==> config.mk <==
export PLATFORM = sky130hd
export DESIGN_NAME = iot_pin_arbiter_flat
export DESIGN_NICKNAME = d
export VERILOG_FILES = /design/src/rtl/iot_arb_pkg.sv /design/src/rtl/iot_pin_arbiter_if.sv /design/src/rtl/iot_arb_cnt.sv /design/src/rtl/iot_pin_arbiter.sv /design/src/flat_wrapper.sv
export SDC_FILE = /design/constraint.sdc
export NUM_CORES = 1
export LEC_CHECK = 0
export BUFFER_PORTS_ARGS = -buffer_cell sky130_fd_sc_hd__buf_2
export CORE_UTILIZATION = 55
export CTS_CLUSTER_SIZE = 8
export DETAILED_ROUTE_END_ITERATION = 8
export HOLD_SLACK_MARGIN = 0.05
export PLACE_DENSITY_LB_ADDON = 0.15
export SYNTH_ARGS = -nofsm -noshare
export SYNTH_HDL_FRONTEND = slang
export SYNTH_SLANG_ARGS = --single-unit
export TNS_END_PERCENT = 5
==> constraint.sdc <==
create_clock -name clk -period 4.6 [get_ports clk]
set_input_delay 0.92 -clock clk [delete_from_list [all_inputs] [get_ports clk]]
set_output_delay 0.92 -clock clk [all_outputs]
set_load 0.02 [all_outputs]
==> src/rtl/iot_arb_pkg.sv <==
// ---------------------------------------------------------------------------
// iot_arb_pkg
// Shared definitions for the shared-pin arbiter:
//   - arb_state_t : FSM state encoding (IDLE=0, TURN=1, OWN0=2, OWN1=3)
//   - TURN_CNT_W  : width of the turnaround counter (covers TURN_CYCLES 1..255)
//   - HOLD_CNT_W  : width of the owner hold counter (covers MAX_HOLD 2..65535)
// ---------------------------------------------------------------------------
package iot_arb_pkg;

  typedef enum logic [1:0] {
    IDLE = 2'd0,
    TURN = 2'd1,
    OWN0 = 2'd2,
    OWN1 = 2'd3
  } arb_state_t;

  localparam int TURN_CNT_W = 8;
  localparam int HOLD_CNT_W = 16;

endpackage

==> src/rtl/iot_pin_arbiter_if.sv <==
// ---------------------------------------------------------------------------
// iot_pin_arbiter_if
// Request/grant bundle between two requesters and the shared-pin arbiter.
//   REQ_I_0 / REQ_I_1 : requester wants the pin          (master -> slave)
//   GNT_O_0 / GNT_O_1 : requester owns the pin           (slave -> master)
//   SEL_O             : pin-mux select, 0 = req0, 1 = req1
//   HIZ_O             : force the pin tristate downstream
//   BUSY_O            : arbiter is not idle
//   TOUT_O            : one-cycle hold-timeout preemption pulse
// Modports: master (requester side), slave (arbiter side).
// ---------------------------------------------------------------------------
interface iot_pin_arbiter_if;

  logic REQ_I_0;
  logic REQ_I_1;
  logic GNT_O_0;
  logic GNT_O_1;
  logic SEL_O;
  logic HIZ_O;
  logic BUSY_O;
  logic TOUT_O;

  modport master (
    output REQ_I_0, REQ_I_1,
    input  GNT_O_0, GNT_O_1, SEL_O, HIZ_O, BUSY_O, TOUT_O
  );

  modport slave (
    input  REQ_I_0, REQ_I_1,
    output GNT_O_0, GNT_O_1, SEL_O, HIZ_O, BUSY_O, TOUT_O
  );

endinterface

==> src/rtl/iot_arb_cnt.sv <==
// ---------------------------------------------------------------------------
// iot_arb_cnt
// Loadable up-counter that saturates at i_limit and flags o_done while the
// count has reached the limit.
//   clk, rst     : clock, asynchronous active-high reset (count -> 0)
//   i_load       : load i_load_val (has priority over counting)
//   i_load_val   : value to load
//   i_en         : count up by one while below i_limit
//   i_limit      : saturation point
//   o_done       : count == i_limit (or above, after a high load)
// ---------------------------------------------------------------------------
module iot_arb_cnt #(
  parameter int WIDTH = 8
) (
  input  logic             clk,
  input  logic             rst,
  input  logic             i_load,
  input  logic [WIDTH-1:0] i_load_val,
  input  logic             i_en,
  input  logic [WIDTH-1:0] i_limit,
  output logic             o_done
);

  localparam logic [WIDTH-1:0] ONE = WIDTH'(1);

  logic [WIDTH-1:0] r_cnt;

  // Count register: load, saturating increment, or hold.
  always_ff @(posedge clk or posedge rst) begin
    if (rst) begin
      r_cnt <= '0;
    end else if (i_load) begin
      r_cnt <= i_load_val;
    end else if (i_en && (r_cnt < i_limit)) begin
      r_cnt <= r_cnt + ONE;
    end else begin
      r_cnt <= r_cnt;
    end
  end

  assign o_done = (r_cnt >= i_limit);

endmodule

==> src/rtl/iot_pin_arbiter.sv <==
// ---------------------------------------------------------------------------
// iot_pin_arbiter
// Two-requester arbiter for a shared bidirectional pin. Every owner change
// passes through a TURN phase of TURN_CYCLES cycles with the pin tristated
// and no grant, so two drivers never fight. Ties in IDLE go round-robin
// against the last owner (requester 0 wins the first tie after reset).
//
// Parameters:
//   TURN_CYCLES : hi-Z cycles before any owner change (1..255)
//   MAX_HOLD    : owner hold limit in cycles, timeout build only (2..65535)
// Ports:
//   clk  : clock, rising edge
//   rst  : asynchronous active-high reset
//   bus  : iot_pin_arbiter_if.slave (requests in, grant/select/status out)
// Build option:
//   IOT_ARB_TIMEOUT_EN : when defined, an owner that has held the pin for
//   MAX_HOLD cycles is preempted if the other requester is waiting
//   (TOUT_O pulses). When undefined, no hold counter exists, TOUT_O is 0
//   and the owner keeps the pin until it releases.
// ---------------------------------------------------------------------------
module iot_pin_arbiter
  import iot_arb_pkg::*;
#(
  parameter int TURN_CYCLES = 2,
  parameter int MAX_HOLD    = 256
) (
  input  logic               clk,
  input  logic               rst,
  iot_pin_arbiter_if.slave   bus
);

  // TURN is exited on the edge where the counter (zeroed on entry) has
  // reached TURN_CYCLES-1, giving exactly TURN_CYCLES cycles in TURN.
  localparam logic [TURN_CNT_W-1:0] TURN_LIMIT = TURN_CNT_W'(TURN_CYCLES - 1);

  arb_state_t r_state;
  logic       r_target;
  logic       r_last_owner;
  logic       r_gnt0;
  logic       r_gnt1;
  logic       r_sel;
  logic       r_hiz;
  logic       r_busy;

  logic       w_req0;
  logic       w_req1;
  logic       w_target_req;
  logic       w_turn_done;
  logic       w_hold_expire0;
  logic       w_hold_expire1;

  assign w_req0       = bus.REQ_I_0;
  assign w_req1       = bus.REQ_I_1;
  assign w_target_req = r_target ? w_req1 : w_req0;

  // The counter is held at zero outside TURN, so it starts from zero on
  // every TURN entry without needing a separate load strobe.
  iot_arb_cnt #(
    .WIDTH (TURN_CNT_W)
  ) u_turn_cnt (
    .clk        (clk),
    .rst        (rst),
    .i_load     (r_state != TURN),
    .i_load_val ({TURN_CNT_W{1'b0}}),
    .i_en       (r_state == TURN),
    .i_limit    (TURN_LIMIT),
    .o_done     (w_turn_done)
  );

`ifdef IOT_ARB_TIMEOUT_EN
  localparam logic [HOLD_CNT_W-1:0] HOLD_LIMIT = HOLD_CNT_W'(MAX_HOLD - 1);

  logic w_owning;
  logic w_hold_done;
  logic r_tout;

  assign w_owning = (r_state == OWN0) || (r_state == OWN1);

  // Zeroed on every OWN entry; saturates so a late request from the other
  // side still preempts immediately once the limit has passed.
  iot_arb_cnt #(
    .WIDTH (HOLD_CNT_W)
  ) u_hold_cnt (
    .clk        (clk),
    .rst        (rst),
    .i_load     (!w_owning),
    .i_load_val ({HOLD_CNT_W{1'b0}}),
    .i_en       (w_owning),
    .i_limit    (HOLD_LIMIT),
    .o_done     (w_hold_done)
  );

  assign w_hold_expire0 = w_hold_done && w_req1;
  assign w_hold_expire1 = w_hold_done && w_req0;
  assign bus.TOUT_O     = r_tout;
`else
  assign w_hold_expire0 = 1'b0;
  assign w_hold_expire1 = 1'b0;
  assign bus.TOUT_O     = 1'b0;
`endif

  // Arbiter FSM with all outputs registered alongside the state.
  always_ff @(posedge clk or posedge rst) begin
    if (rst) begin
      r_state      <= IDLE;
      r_target     <= 1'b0;
      r_last_owner <= 1'b1;
      r_gnt0       <= 1'b0;
      r_gnt1       <= 1'b0;
      r_sel        <= 1'b0;
      r_hiz        <= 1'b1;
      r_busy       <= 1'b0;
`ifdef IOT_ARB_TIMEOUT_EN
      r_tout       <= 1'b0;
`endif
    end else begin
`ifdef IOT_ARB_TIMEOUT_EN
      r_tout <= 1'b0;
`endif
      case (r_state)
        IDLE: begin
          if (w_req0 || w_req1) begin
            // Single request picks itself; a tie goes to the non-last owner.
            r_state  <= TURN;
            r_target <= (w_req0 && w_req1) ? ~r_last_owner : w_req1;
            r_sel    <= (w_req0 && w_req1) ? ~r_last_owner : w_req1;
            r_busy   <= 1'b1;
          end else begin
            r_state <= IDLE;
          end
        end

        TURN: begin
          if (!w_turn_done) begin
            r_state <= TURN;
          end else if (w_target_req) begin
            r_state      <= r_target ? OWN1 : OWN0;
            r_gnt0       <= ~r_target;
            r_gnt1       <= r_target;
            r_hiz        <= 1'b0;
            r_last_owner <= r_target;
          end else begin
            // Target gave up during turnaround: no grant.
            r_state <= IDLE;
            r_busy  <= 1'b0;
          end
        end

        OWN0: begin
          if (!w_req0 || w_hold_expire0) begin
            r_gnt0 <= 1'b0;
            r_hiz  <= 1'b1;
            if (w_req1) begin
              r_state  <= TURN;
              r_target <= 1'b1;
              r_sel    <= 1'b1;
            end else begin
              r_state <= IDLE;
              r_busy  <= 1'b0;
            end
`ifdef IOT_ARB_TIMEOUT_EN
            // Voluntary release takes precedence over timeout reporting.
            r_tout <= w_req0 && w_hold_expire0;
`endif
          end else begin
            r_state <= OWN0;
          end
        end

        OWN1: begin
          if (!w_req1 || w_hold_expire1) begin
            r_gnt1 <= 1'b0;
            r_hiz  <= 1'b1;
            if (w_req0) begin
              r_state  <= TURN;
              r_target <= 1'b0;
              r_sel    <= 1'b0;
            end else begin
              r_state <= IDLE;
              r_busy  <= 1'b0;
            end
`ifdef IOT_ARB_TIMEOUT_EN
            r_tout <= w_req1 && w_hold_expire1;
`endif
          end else begin
            r_state <= OWN1;
          end
        end

        default: begin
          r_state <= IDLE;
          r_gnt0  <= 1'b0;
          r_gnt1  <= 1'b0;
          r_hiz   <= 1'b1;
          r_busy  <= 1'b0;
        end
      endcase
    end
  end

  assign bus.GNT_O_0 = r_gnt0;
  assign bus.GNT_O_1 = r_gnt1;
  assign bus.SEL_O   = r_sel;
  assign bus.HIZ_O   = r_hiz;
  assign bus.BUSY_O  = r_busy;

endmodule

==> src/flat_wrapper.sv <==
// flat-port wrapper written by rule: the top's interface ports become plain ports
module iot_pin_arbiter_flat import iot_arb_pkg::*;
#(
  parameter int TURN_CYCLES = 2,
  parameter int MAX_HOLD    = 256
)
  (clk, rst, bus_REQ_I_0, bus_REQ_I_1, bus_GNT_O_0, bus_GNT_O_1, bus_SEL_O, bus_HIZ_O, bus_BUSY_O, bus_TOUT_O);
  iot_pin_arbiter_if bus_i ();
  input  logic clk;
  input  logic rst;
  input wire logic [$bits(bus_i.REQ_I_0)-1:0] bus_REQ_I_0;
  input wire logic [$bits(bus_i.REQ_I_1)-1:0] bus_REQ_I_1;
  output wire logic [$bits(bus_i.GNT_O_0)-1:0] bus_GNT_O_0;
  output wire logic [$bits(bus_i.GNT_O_1)-1:0] bus_GNT_O_1;
  output wire logic [$bits(bus_i.SEL_O)-1:0] bus_SEL_O;
  output wire logic [$bits(bus_i.HIZ_O)-1:0] bus_HIZ_O;
  output wire logic [$bits(bus_i.BUSY_O)-1:0] bus_BUSY_O;
  output wire logic [$bits(bus_i.TOUT_O)-1:0] bus_TOUT_O;
  assign bus_i.REQ_I_0 = bus_REQ_I_0;
  assign bus_i.REQ_I_1 = bus_REQ_I_1;
  assign bus_GNT_O_0 = bus_i.GNT_O_0;
  assign bus_GNT_O_1 = bus_i.GNT_O_1;
  assign bus_SEL_O = bus_i.SEL_O;
  assign bus_HIZ_O = bus_i.HIZ_O;
  assign bus_BUSY_O = bus_i.BUSY_O;
  assign bus_TOUT_O = bus_i.TOUT_O;
  iot_pin_arbiter #(.TURN_CYCLES(TURN_CYCLES), .MAX_HOLD(MAX_HOLD)) u_core (.clk(clk), .rst(rst), .bus(bus_i));
endmodule
==> results by group, run 1 <==
Floorplanning
  • DIE AREA: 1660 sq um
  • Die Span Y: 40.7 um
  • Die width: 40.7 um
  • IO Count: 10
  • Row cnt: 13
  • Initial Util: 0.610
  • Core ar.: 1350 sq um

Worst setup path
  • Crit path max fanout: 2
  • Worst path arrival time: 970 ps
  • Critical Path End Type: output port
  • Crit path largest cell delay: 530 ps
  • Required @ worst endpoint: 3680 ps
  • CP delay by family, top: flip-flops
  • CP Launch Type: register
  • Worst path bufs/invs: 1
  • CP Class: reg -> out
  • CP Cell Sequence: buf_2
  • Slowest CP cell: dfstp_2

Clock network
  • Post-CTS setup buffers: 0
  • CTS Sinks: 16
  • Clock-pin slew on the worst setup and hold paths: ~90 ps
  • # resized after CTS: 0
  • CTS tree: yes
  • Total CTS buffers: 3
  • Clock root buffer: clkbuf_4
  • Worst-Skew Late Latency: 280 ps
  • Max clock buf depth: 2
  • H-tree depth: 1
  • CTS Hold Bufs: 0

Synthesis
  • Main flop type after synthesis: dfrtp_1
  • Synth Instances: 79
  • Area share of the largest cell type after synthesis: 0.426
  • Post-Syn Area per Cell: 10.4 sq um
  • Area leader, netlist: dfrtp_1
  • Synth area leaders: dfrtp_1, dfstp_2, ha_1
  • Netlist Area Pre-Place: slightly above 800 sq um
  • Cell variety after synth: 34
  • Synthesis Warnings: 0
  • Synth async-reset ratio: 1.00
  • Post-synth EDFFs: 0
  • Yosys reg bits: 16
  • Syn nets: 86
  • Register area share after synthesis: 0.489

Layout
  • Most common cell after layout, fill and taps aside: dfrtp_1
  • Register area: 403 sq um
  • Most frequent cells in the layout: dfrtp_1, buf_2, inv_1, nor2_1, nand2_1
  • Multi-input logic area: 372 sq um
  • Area grow syn2layout: 7.14%
  • Fill cells: 111
  • Antenna Cells: 0
  • Layout Utilization: 0.653
  • Share of cells above drive strength 1: 0.207
  • Fin nets: 95

Placement
  • PortBufs: 8
  • Dpl hpwl: between 1000 and 1500 um
  • RePlAce Congestion: 0.692

Route
  • Vias: 583
  • Vias per cell: 5.72
  • DRT iter0 DRCs: 15
  • DRC: 0
  • Final ANT Viol Nets: 0
  • Drt first pass iters: 4
  • Routed WL: 1340 um
  • Wirelength per Cell: 13.1 um

Global route
  • Grt ovf: 0
  • Number of global-route vias before repair: 472
  • Total track usage: 0.209
  • Initial antenna violation count: 0
  • First-pass GRT wire length: 2150 um
  • Largest net degree at the start of global routing: 17

Timing
  • Final Setup Violations: 0
  • Fin. Hold Viols: 0
  • TNS Setup: 0 ps
  • Worst Tran Pin Value: 570 ps
  • RSZ-0062 raised after global routing: false
  • Fin crit period: approximately 1900 ps
  • Fmax: 0.530 GHz
  • Fin. max-slew vios: 0
  • Max transition margin: 0.619
  • Fin crit share: 0.410
  • Clock skew: 3.64 ps

Run status
  • Status: finished, final reports clean

Power
  • PnR Total Power: ~0.00060 W
  • Pleak: 0.444 nW
  • PwrDens: 680 nW/um^2
  • Peak supply drop: 0.000365 V

Hold path
  • Hold Path Class: reg -> reg

Job
  • Max Cap Viol: 0
-- metrics by stage --
stage / cells / instance area [sq um] / setup slack (ps) / hold slack (ps)
3_5_place_dp: 98 / 856 / 2680 / 498
3_3_place_gp: 98 / 856 / 2710 / 489
6_report: 102 / 882 / 2710 / 508
4_1_cts: 102 / 882 / 2710 / 511
2_1_floorplan: 79 / 823 / 2910 / 491
5_1_grt: 102 / 882 / 2670 / 536
-- where the power goes --
part	switching, W	total [W]	internal (W)
Sequential	0.0000466	0.000237	0.000191
Combinational	0.000163	0.000286	0.000124
Clock	0.0000430	0.0000767	0.0000337
-- flip-flops by register name, indices dropped and copies added (netlist names) --
signal and count:
u_core.bus.GNT_O_1 1, u_core.bus.HIZ_O 1, u_core.r_target 1, u_core.bus.BUSY_O 1, u_core.bus.GNT_O_0 1, u_core.r_last_owner 1
u_core.r_state 2, u_core.u_turn_cnt.r_cnt 8
-- cells by family after synthesis --
group,count (synthesis),share of synthesized area
other,1,0.00455
buffers and inverters,10,0.0593
AOI/OAI and AO/OA,18,0.144
xor gates and xnor gates,1,0.0106
DFF,16,0.489
adders and majority gates,3,0.0456
and+or+nand+nor,28,0.222
muxes,2,0.0243
-- path summary, 6_finish.rpt --
check / from / to / slack, ps / depth (start not counted)
max: u_core.bus.HIZ_O$_DFFE_PP1P_ / bus_HIZ_O / 2710 / 1
min: u_core.bus.HIZ_O$_DFFE_PP1P_ / u_core.bus.HIZ_O$_DFFE_PP1P_ / 510 / 2
max reg2reg: u_core.u_turn_cnt.r_cnt[0]$_DFFE_PP0P_ / u_core.bus.GNT_O_1$_DFFE_PP0P_ / 2830 / 6
min reg2reg: u_core.bus.HIZ_O$_DFFE_PP1P_ / u_core.bus.HIZ_O$_DFFE_PP1P_ / 510 / 2
max in group asynchronous: rst / u_core.bus.HIZ_O$_DFFE_PP1P_ / 3550 / 2
min in group asynchronous: rst / u_core.bus.GNT_O_1$_DFFE_PP0P_ / 670 / 2
-- synthesized netlist by cell type, drive strengths merged (2+ instances only) --
cell type  count
inv            6
dfstp          2
o21ai          5
and3           6
nand2          6
nor4           2
dfrtp         14
buf            2
o31ai          2
nand2b         2
clkbuf         2
o22ai          2
mux2i          2
a21oi          3
ha             3
a31o           2
nor2           6
-- routing by layer --
metal / GRT usage / routed length [um] / up-vias
li1: - / - / 292
met1: 0.316 / 710 / 268
met2: 0.262 / 542 / 19
met3: 0.0652 / 57 / 4
met4: 0.100 / 25 / 0
met5: 0 / 0 / -
-- layout make-up --
class,count,share of cell area
clock buffers,4,0.0298
inverters,6,0.0255
multi-input cells,53,0.421
flip-flops and latches,16,0.457
well taps,15,0.0213
repair buffers,8,0.0454
No activity file was read; power rests on OpenSTA's default activity.
==> run 2, diff against run 1 <==
--- a/config.mk
+++ b/config.mk
@@ -5,8 +5,9 @@
 export SDC_FILE = /design/constraint.sdc
 export NUM_CORES = 1
 export LEC_CHECK = 0
+export ABC_AREA = 1
 export BUFFER_PORTS_ARGS = -buffer_cell sky130_fd_sc_hd__buf_2
-export CORE_UTILIZATION = 55
+export CORE_UTILIZATION = 50
 export CTS_CLUSTER_SIZE = 8
 export DETAILED_ROUTE_END_ITERATION = 8
 export HOLD_SLACK_MARGIN = 0.05
==> constraint.sdc (replaced) <==
create_clock -name clk -period 1.7 [get_ports clk]
set_input_delay 0.34 -clock clk [delete_from_list [all_inputs] [get_ports clk]]
set_output_delay 0.34 -clock clk [all_outputs]
set_load 0.02 [all_outputs]
==> run 2 against run 1 <==
  * Global-route usage about the same
  * Sequential share of layout area is 4.2 points lower
  * Sequential power increased to 2.6 times the previous value
  * Critical endpoint is now u_core.bus.GNT_O_0$_DFFE_PP0P_
  * Combinational power rose to 3.0 times the previous value
  * Critical path type is now reg -> reg
  * Critical path depth is 7 higher
==> results by group, run 2 <==
Run status
  • Status: finished, final reports clean

Layout
  • Area grow syn2layout: 8.23%
  • Most frequent cells in the layout: nand2_1, nand3_1, inv_1
  • Most common cell after layout, fill and taps aside: nand2_1
  • Largest regs: u_core.u_turn_cnt.r_cnt (8), u_core.r_state (2)
  • Max reg flops: 8 (unchanged)
  • Antenna Cells: 0 (unchanged)
  • Cell area after layout: 971 sq um (+10%)
  • Layout Utilization: 0.609 (-0.0443)
  • Fin nets: 128 (+35%)
  • Share of cells above drive strength 1: 0.200 (-0.00690)
  • Top reg by flops: u_core.u_turn_cnt.r_cnt

Route
  • Vias: 709 (+22%)
  • Drt first pass iters: 4 (unchanged)
  • Vias per cell: 4.92 (-14%)
  • DRC: 0 (unchanged)
  • Wirelength per Cell: 12.1 um (-7.7%)
  • DRT iter0 DRCs: 18 (+3)
  • Final ANT Viol Nets: 0 (unchanged)
  • Routed WL: 1740 um (+30%)

Clock network
  • # resized after CTS: 0 (unchanged)
  • Clock-pin slew on the worst setup and hold paths: 110 ps (+20 ps)
  • H-tree depth: 1 (unchanged)
  • CTS Hold Bufs: 0 (unchanged)
  • CTS tree: yes
  • Post-CTS setup buffers: 0 (unchanged)
  • Max clock buf depth: 2 (unchanged)
  • Total CTS buffers: 3 (unchanged)
  • Worst-Skew Late Latency: 300 ps (+20 ps)
  • Clock root buffer: clkbuf_4
  • CTS Sinks: 16 (unchanged)

Floorplanning
  • Row cnt: 14 (+1)
  • DIE AREA: 1970 sq um (+19%)
  • Die width: 44.4 um (+9.0%)
  • Initial Util: 0.563 (-0.0470)
  • Die Span Y: 44.4 um (+9.0%)
  • IO Count: 10 (unchanged)
  • Core ar.: 1590 sq um (+18%)

Synthesis
  • Synth async-reset ratio: 1.00 (unchanged)
  • Syn nets: 118 (+37%)
  • Top-count cell post-synth: nand2_1
  • Register area share after synthesis: 0.449 (-0.0403)
  • Cell variety after synth: 23 (-32%)
  • Main flop type after synthesis: dfrtp_1
  • Post-Syn Area per Cell: 8.08 sq um (-22%)
  • Most instantiated cells after synthesis: nand2_1, nand3_1, inv_1
  • Netlist Area Pre-Place: 897 sq um (+9.0%)
  • Area leader, netlist: dfrtp_1
  • Synthesis Warnings: 0 (unchanged)
  • Post-synth EDFFs: 0 (unchanged)
  • Area share of the largest cell type after synthesis: 0.391 (-0.0350)
  • Synth Instances: 111 (+41%)
  • Synth area leaders: dfrtp_1, nand2_1, nand3_1
  • Yosys reg bits: 16 (unchanged)

Worst setup path
  • Critical path's most frequent cell: nand2_1
  • CP Cell Sequence: inv_1, ha_1, nand2_1, nor2_4, nand3_2, nand3_1, nand2_1, nand2_1
  • CP Launch Type: register
  • Slowest CP cell: dfrtp_1
  • Crit path max fanout: 5 (+3)
  • CP delay by family, top: simple AND/OR/NAND/NOR gates
  • RR Startpoint: u_core.u_turn_cnt.r_cnt[0]$_DFFE_PP0P_
  • Critical Path End Type: register
  • Worst path bufs/invs: 1 (unchanged)
  • Required @ worst endpoint: 1950 ps (-1730 ps)
  • CP Class: reg -> reg
  • Crit path largest cell delay: 410 ps (-120 ps)
  • Worst path arrival time: 1610 ps (+640 ps)
  • CP Launch Point: u_core.u_turn_cnt.r_cnt[0]$_DFFE_PP0P_

Power
  • Peak supply drop: 0.000992 V (+170%)
  • PwrDens: 1790 nW/um^2 (+160%)
  • Pleak: 0.520 nW (+17%)
  • Combinational power share: 0.487 (+0.010)
  • Clock power frac: 0.153 (+0.025)
  • Int Power: 0.000924 W (+170%)
  • Switching share of total power: 0.468 (+0.0477)
  • Net Switching: 0.000812 W (+220%)
  • Sequential power share: 0.360 (-0.035)

Timing
  • Fin crit period: approximately 1400 ps
  • TNS Setup: 0 ps (unchanged)
  • Fin. max-slew vios: 0 (unchanged)
  • Worst Tran Pin Value: 622 ps (+51.4 ps)
  • Fin crit share: 0.800
  • Fin. Hold Viols: 0 (unchanged)
  • Fmax: 0.735 GHz
  • Max transition margin: 0.585 (-0.0343)
  • RSZ-0062 raised after global routing: false
  • Final Setup Violations: 0 (unchanged)
  • Clock skew: 9.59 ps (+5.94 ps)

Hold path
  • Hold Path Class: in -> async

Global route
  • Total track usage: 0.209 (+0.000487)
  • Number of global-route vias before repair: 659 (+40%)
  • Grt ovf: 0 (unchanged)
  • Largest net degree at the start of global routing: 17 (unchanged)
  • Initial antenna violation count: 0 (unchanged)
  • First-pass GRT wire length: 2900 um (+35%)

Placement
  • Dpl hpwl: 1220 um (+22%)
  • PortBufs: 8 (unchanged)
  • Cell Area, Placed: 935 sq um (+9.2%)
  • RePlAce Congestion: 0.862 (+25%)

Job
  • Max Cap Viol: 0 (unchanged)
-- run 2: per-stage QoR --
stage          setup WS (ps)  total power (W)  hold WS [ps]  std cells
2_1_floorplan            526          0.00131           252        111
3_3_place_gp             403          0.00144           428        140
3_5_place_dp             371          0.00147           440        140
4_1_cts                  358          0.00173           117        144
5_1_grt                  222          0.00187           150        144
6_report                 339          0.00174          92.8        144
-- run 2: layout make-up --
cell class              instances  area [sq um]
repair buffers                  8          40.0
flip-flops and latches         16           403
fillers                       153           623
multi-input cells              75           393
inverters                      17          68.8
well taps                      24          30.0
clock buffers                   4          36.3
-- run 2: cell families (layout without fill, tap and decap cells) --
| group | count (synthesis) | count (layout) | synth area share |
|---|---|---|---|
| adders and majority gates | 3 | 3 | 0.0418 |
| DFF | 16 | 16 | 0.449 |
| other | 1 | 1 | 0.00418 |
| buffers and inverters | 20 | 29 | 0.113 |
| and+or+nand+nor | 59 | 59 | 0.308 |
| AOI/OAI and AO/OA | 12 | 12 | 0.0837 |
-- run 2: final timing paths --
| kind | endpoint | slack (ps) | cells after the start |
|---|---|---|---|
| worst max-delay path | u_core.bus.GNT_O_0$_DFFE_PP0P_ | 340 | 8 |
| worst min register to register | u_core.bus.HIZ_O$_DFFE_PP1P_ | 460 | 2 |
| worst min-delay path | u_core.u_turn_cnt.r_cnt[6]$_DFFE_PP0P_ | 90 | 2 |
| worst max register to register | u_core.bus.GNT_O_0$_DFFE_PP0P_ | 340 | 8 |
| max in group asynchronous | u_core.u_turn_cnt.r_cnt[3]$_DFFE_PP0P_ | 1200 | 2 |
| min in group clk | u_core.bus.BUSY_O$_DFFE_PP0P_ | 350 | 3 |
-- run 2: power groups by stage --
| stage | logic [W] | clock network (W) | registers [W] |
|---|---|---|---|
| global placement | 0.000814 | 0 | 0.000627 |
| detailed placement | 0.000839 | 0 | 0.000631 |
| CTS | 0.000844 | 0.000260 | 0.000624 |
| floorplan | 0.000672 | 0 | 0.000639 |
| global route | 0.000955 | 0.000276 | 0.000642 |
| finish | 0.000846 | 0.000266 | 0.000625 |
-- run 2: metal layers --
| layer | share of wire | track usage | vias up | wire [um] |
|---|---|---|---|---|
| met5 | 0 | 0 | - | 0 |
| met4 | 0.017 | 0.0909 | 0 | 29 |
| met3 | 0.055 | 0.0490 | 5 | 95 |
| met2 | 0.42 | 0.303 | 23 | 738 |
| met1 | 0.50 | 0.300 | 318 | 875 |
| li1 | - | - | 363 | - |
==> run 3, diff against run 2 <==
--- a/config.mk
+++ b/config.mk
@@ -5,9 +5,9 @@
 export SDC_FILE = /design/constraint.sdc
 export NUM_CORES = 1
 export LEC_CHECK = 0
-export ABC_AREA = 1
+export ABC_AREA = 0
 export BUFFER_PORTS_ARGS = -buffer_cell sky130_fd_sc_hd__buf_2
-export CORE_UTILIZATION = 50
+export CORE_UTILIZATION = 49
 export CTS_CLUSTER_SIZE = 8
 export DETAILED_ROUTE_END_ITERATION = 8
 export HOLD_SLACK_MARGIN = 0.05
==> constraint.sdc (replaced) <==
create_clock -name clk -period 1.11 [get_ports clk]
set_input_delay 0.222 -clock clk [delete_from_list [all_inputs] [get_ports clk]]
set_output_delay 0.222 -clock clk [all_outputs]
set_load 0.02 [all_outputs]
==> run 3 against run 2 <==
  * The flow now finishes with violations (negative setup slack)
  * Global-route usage up 1.0 points
  * Non-clock buffer count grew 24
  * Largest cell class unchanged
  * Flip-flop and latch count is the same
  * Register-to-register slack worse by 920 ps
  * Core utilization is 10 points higher
==> results by group, run 3 (same netlist as run 1, synthesis figures left out) <==
Power
  • Combinational power share: 0.610 (+0.123)
  • Peak supply drop: 0.00174 V (+75%)
  • Net Switching: 0.00122 W (+50%)
  • Int Power: 0.00192 W (+110%)
  • Pleak: 0.570 nW (+9.6%)
  • Clock power frac: 0.097 (-0.056)
  • Switching share of total power: 0.388 (-0.0796)
  • Sequential power share: 0.293 (-0.067)
  • PwrDens: 2850 nW/um^2 (+59%)

Run status
  • Status: finished with violations
  • Violated checks: negative setup slack

Floorplanning
  • Initial Util: 0.534 (-0.0287)
  • DIE AREA: 1850 sq um (-6.1%)
  • IO Count: 10 (unchanged)
  • Die width: 43.0 um (-3.1%)
  • Core ar.: 1540 sq um (-3.3%)
  • Row cnt: 14 (unchanged)
  • Die Span Y: 43.0 um (-3.1%)

Worst setup path
  • Crit path max fanout: 3 (-2)
  • Reg2reg end: u_core.bus.GNT_O_1$_DFFE_PP0P_
  • Worst path arrival time: 1870 ps (+260 ps)
  • Required @ worst endpoint: 1290 ps (-660 ps)
  • Slack of the worst reg-to-reg path: -580 ps (-920 ps)
  • CP Class: reg -> reg
  • RR Startpoint: u_core.u_turn_cnt.r_cnt[1]$_DFFE_PP0P_
  • CP Launch Point: u_core.u_turn_cnt.r_cnt[1]$_DFFE_PP0P_
  • Setup crit end: u_core.bus.GNT_O_1$_DFFE_PP0P_
  • Critical Path End Type: register
  • Worst reg2reg path depth: 6 (-2)
  • CP Launch Type: register

Clock network
  • H-tree depth: 1 (unchanged)
  • CTS Sinks: 16 (unchanged)
  • Worst-Skew Late Latency: 280 ps (-20 ps)
  • Clock root buffer: clkbuf_4
  • CTS tree: yes
  • Max clock buf depth: 2 (unchanged)
  • Clock-pin slew on the worst setup and hold paths: 90 ps (-20 ps)
  • Total CTS buffers: 3 (unchanged)

Global route
  • First-pass GRT wire length: 2960 um (+1.9%)
  • Largest net degree at the start of global routing: 17 (unchanged)
  • Number of global-route vias before repair: 695 (+5.5%)
  • Initial antenna violation count: 0 (unchanged)
  • Grt ovf: 0 (unchanged)
  • Total track usage: 0.220 (+0.0103)

Layout
  • Share of cells above drive strength 1: 0.427 (+0.227)
  • Most frequent cells in the layout: buf_4, dfrtp_1, nor2_1, buf_2, nand2_1
  • Most common cell after layout, fill and taps aside: buf_4
  • Fin nets: 119 (-7.0%)
  • Largest regs: u_core.u_turn_cnt.r_cnt (8), u_core.r_state (2)
  • Antenna Cells: 0 (unchanged)
  • Max reg flops: 8 (unchanged)
  • Fill cells: 122 (-20%)
  • Cell area after layout: 1100 sq um (+13%)
  • Area grow syn2layout: 33.6%
  • Top reg by flops: u_core.u_turn_cnt.r_cnt
  • Fin cells: 126 (-13%)

Placement
  • Cell Area, Placed: 1030 sq um (+10%)
  • PortBufs: 8 (unchanged)
  • Dpl hpwl: 1280 um (+4.7%)
  • RePlAce Congestion: 0.880 (+2.0%)
  • Cells after DPL: 122 (-13%)

Route
  • Final ANT Viol Nets: 0 (unchanged)
  • Drt first pass iters: 4 (unchanged)
  • Routed WL: 1690 um (-3.0%)
  • DRT iter0 DRCs: 11 (-7)
  • Vias per cell: 5.33 (+8.2%)
  • Vias: 671 (-5.4%)
  • Wirelength per Cell: 13.4 um (+11%)
  • DRC: 0 (unchanged)

Timing
  • Fin. Hold Viols: 0 (unchanged)
  • Hold WS: 364 ps (+272 ps)
  • Fmax: 0.592 GHz (-19%)
  • Fin crit period: 1690 ps (+329 ps)
  • Clock skew: 3.96 ps (-5.63 ps)
  • Final Setup Violations: 13 (+13)
  • RSZ-0062 raised after global routing: true
  • Final setup margin: -579 ps (-919 ps)
  • Fin. max-slew vios: 0 (unchanged)
  • TNS Setup: -5370 ps (-5370 ps)
  • Fin crit share: 1.52 (+0.721)

Job
  • Max Cap Viol: 0 (unchanged)

Hold path
  • Hold Path Class: in -> reg
run 3: worst min path at each step:
stage,from,endpoint,slack [ps],cells after the start
after floorplan,rst,u_core.bus.BUSY_O$_DFFE_PP0P_,130,1
after global placement,rst,u_core.u_turn_cnt.r_cnt[5]$_DFFE_PP0P_,230,3
after detailed placement,rst,u_core.u_turn_cnt.r_cnt[7]$_DFFE_PP0P_,240,3
after CTS,bus_REQ_I_1,u_core.bus.GNT_O_1$_DFFE_PP0P_,360,3
after global routing,bus_REQ_I_1,u_core.bus.GNT_O_1$_DFFE_PP0P_,380,3
final,bus_REQ_I_1,u_core.bus.GNT_O_1$_DFFE_PP0P_,360,3
run 3: final cells by class:
cell class	instances	area (sq um)	area share
well taps	16	20.0	0.0182
repair buffers	32	243	0.221
clock buffers	3	22.5	0.0205
flip-flops and latches	16	403	0.366
inverters	6	22.5	0.0205
multi-input cells	53	389	0.354
run 3: worst max-delay path, stage by stage, from the launching register on:
cell      delay [ps]
dfrtp_1          400
inv_2             60
ha_1             130
or4b_4           480
nand2b_4         170
and3_4           170
a31o_1           180
run 3: timing repair:
item,4_1_cts,5_1_grt
hold endpoints to repair,14,0
endpoints found under the setup margin,13,14
hold buffers,1,0
setup buffers,0,0
resized for setup,10,3
pin swaps,2,3
run 3: metal layers:
layer	vias up	GRT usage	part of all wire
met2	10	0.333	0.45
met5	-	0	0
met3	4	0.0511	0.023
li1	338	-	-
met1	319	0.291	0.51
met4	0	0.115	0.017
run 3: through the flow:
step                      power (W)  setup WS (ps)   util
after global placement      0.00263           -520  0.668
after floorplan             0.00196           -583      -
after global routing        0.00337           -697  0.713
final                       0.00313           -579  0.713
after CTS                   0.00313           -601  0.711
after detailed placement    0.00267           -594  0.668
run 3: power groups by stage:
stage	registers (W)	clock network (W)	logic [W]
after floorplan	0.00102	0	0.000934
after global placement	0.000908	0	0.00172
final	0.000919	0.000303	0.00191
after global routing	0.000941	0.000336	0.00209
after CTS	0.000912	0.000317	0.00191
after detailed placement	0.000914	0	0.00176
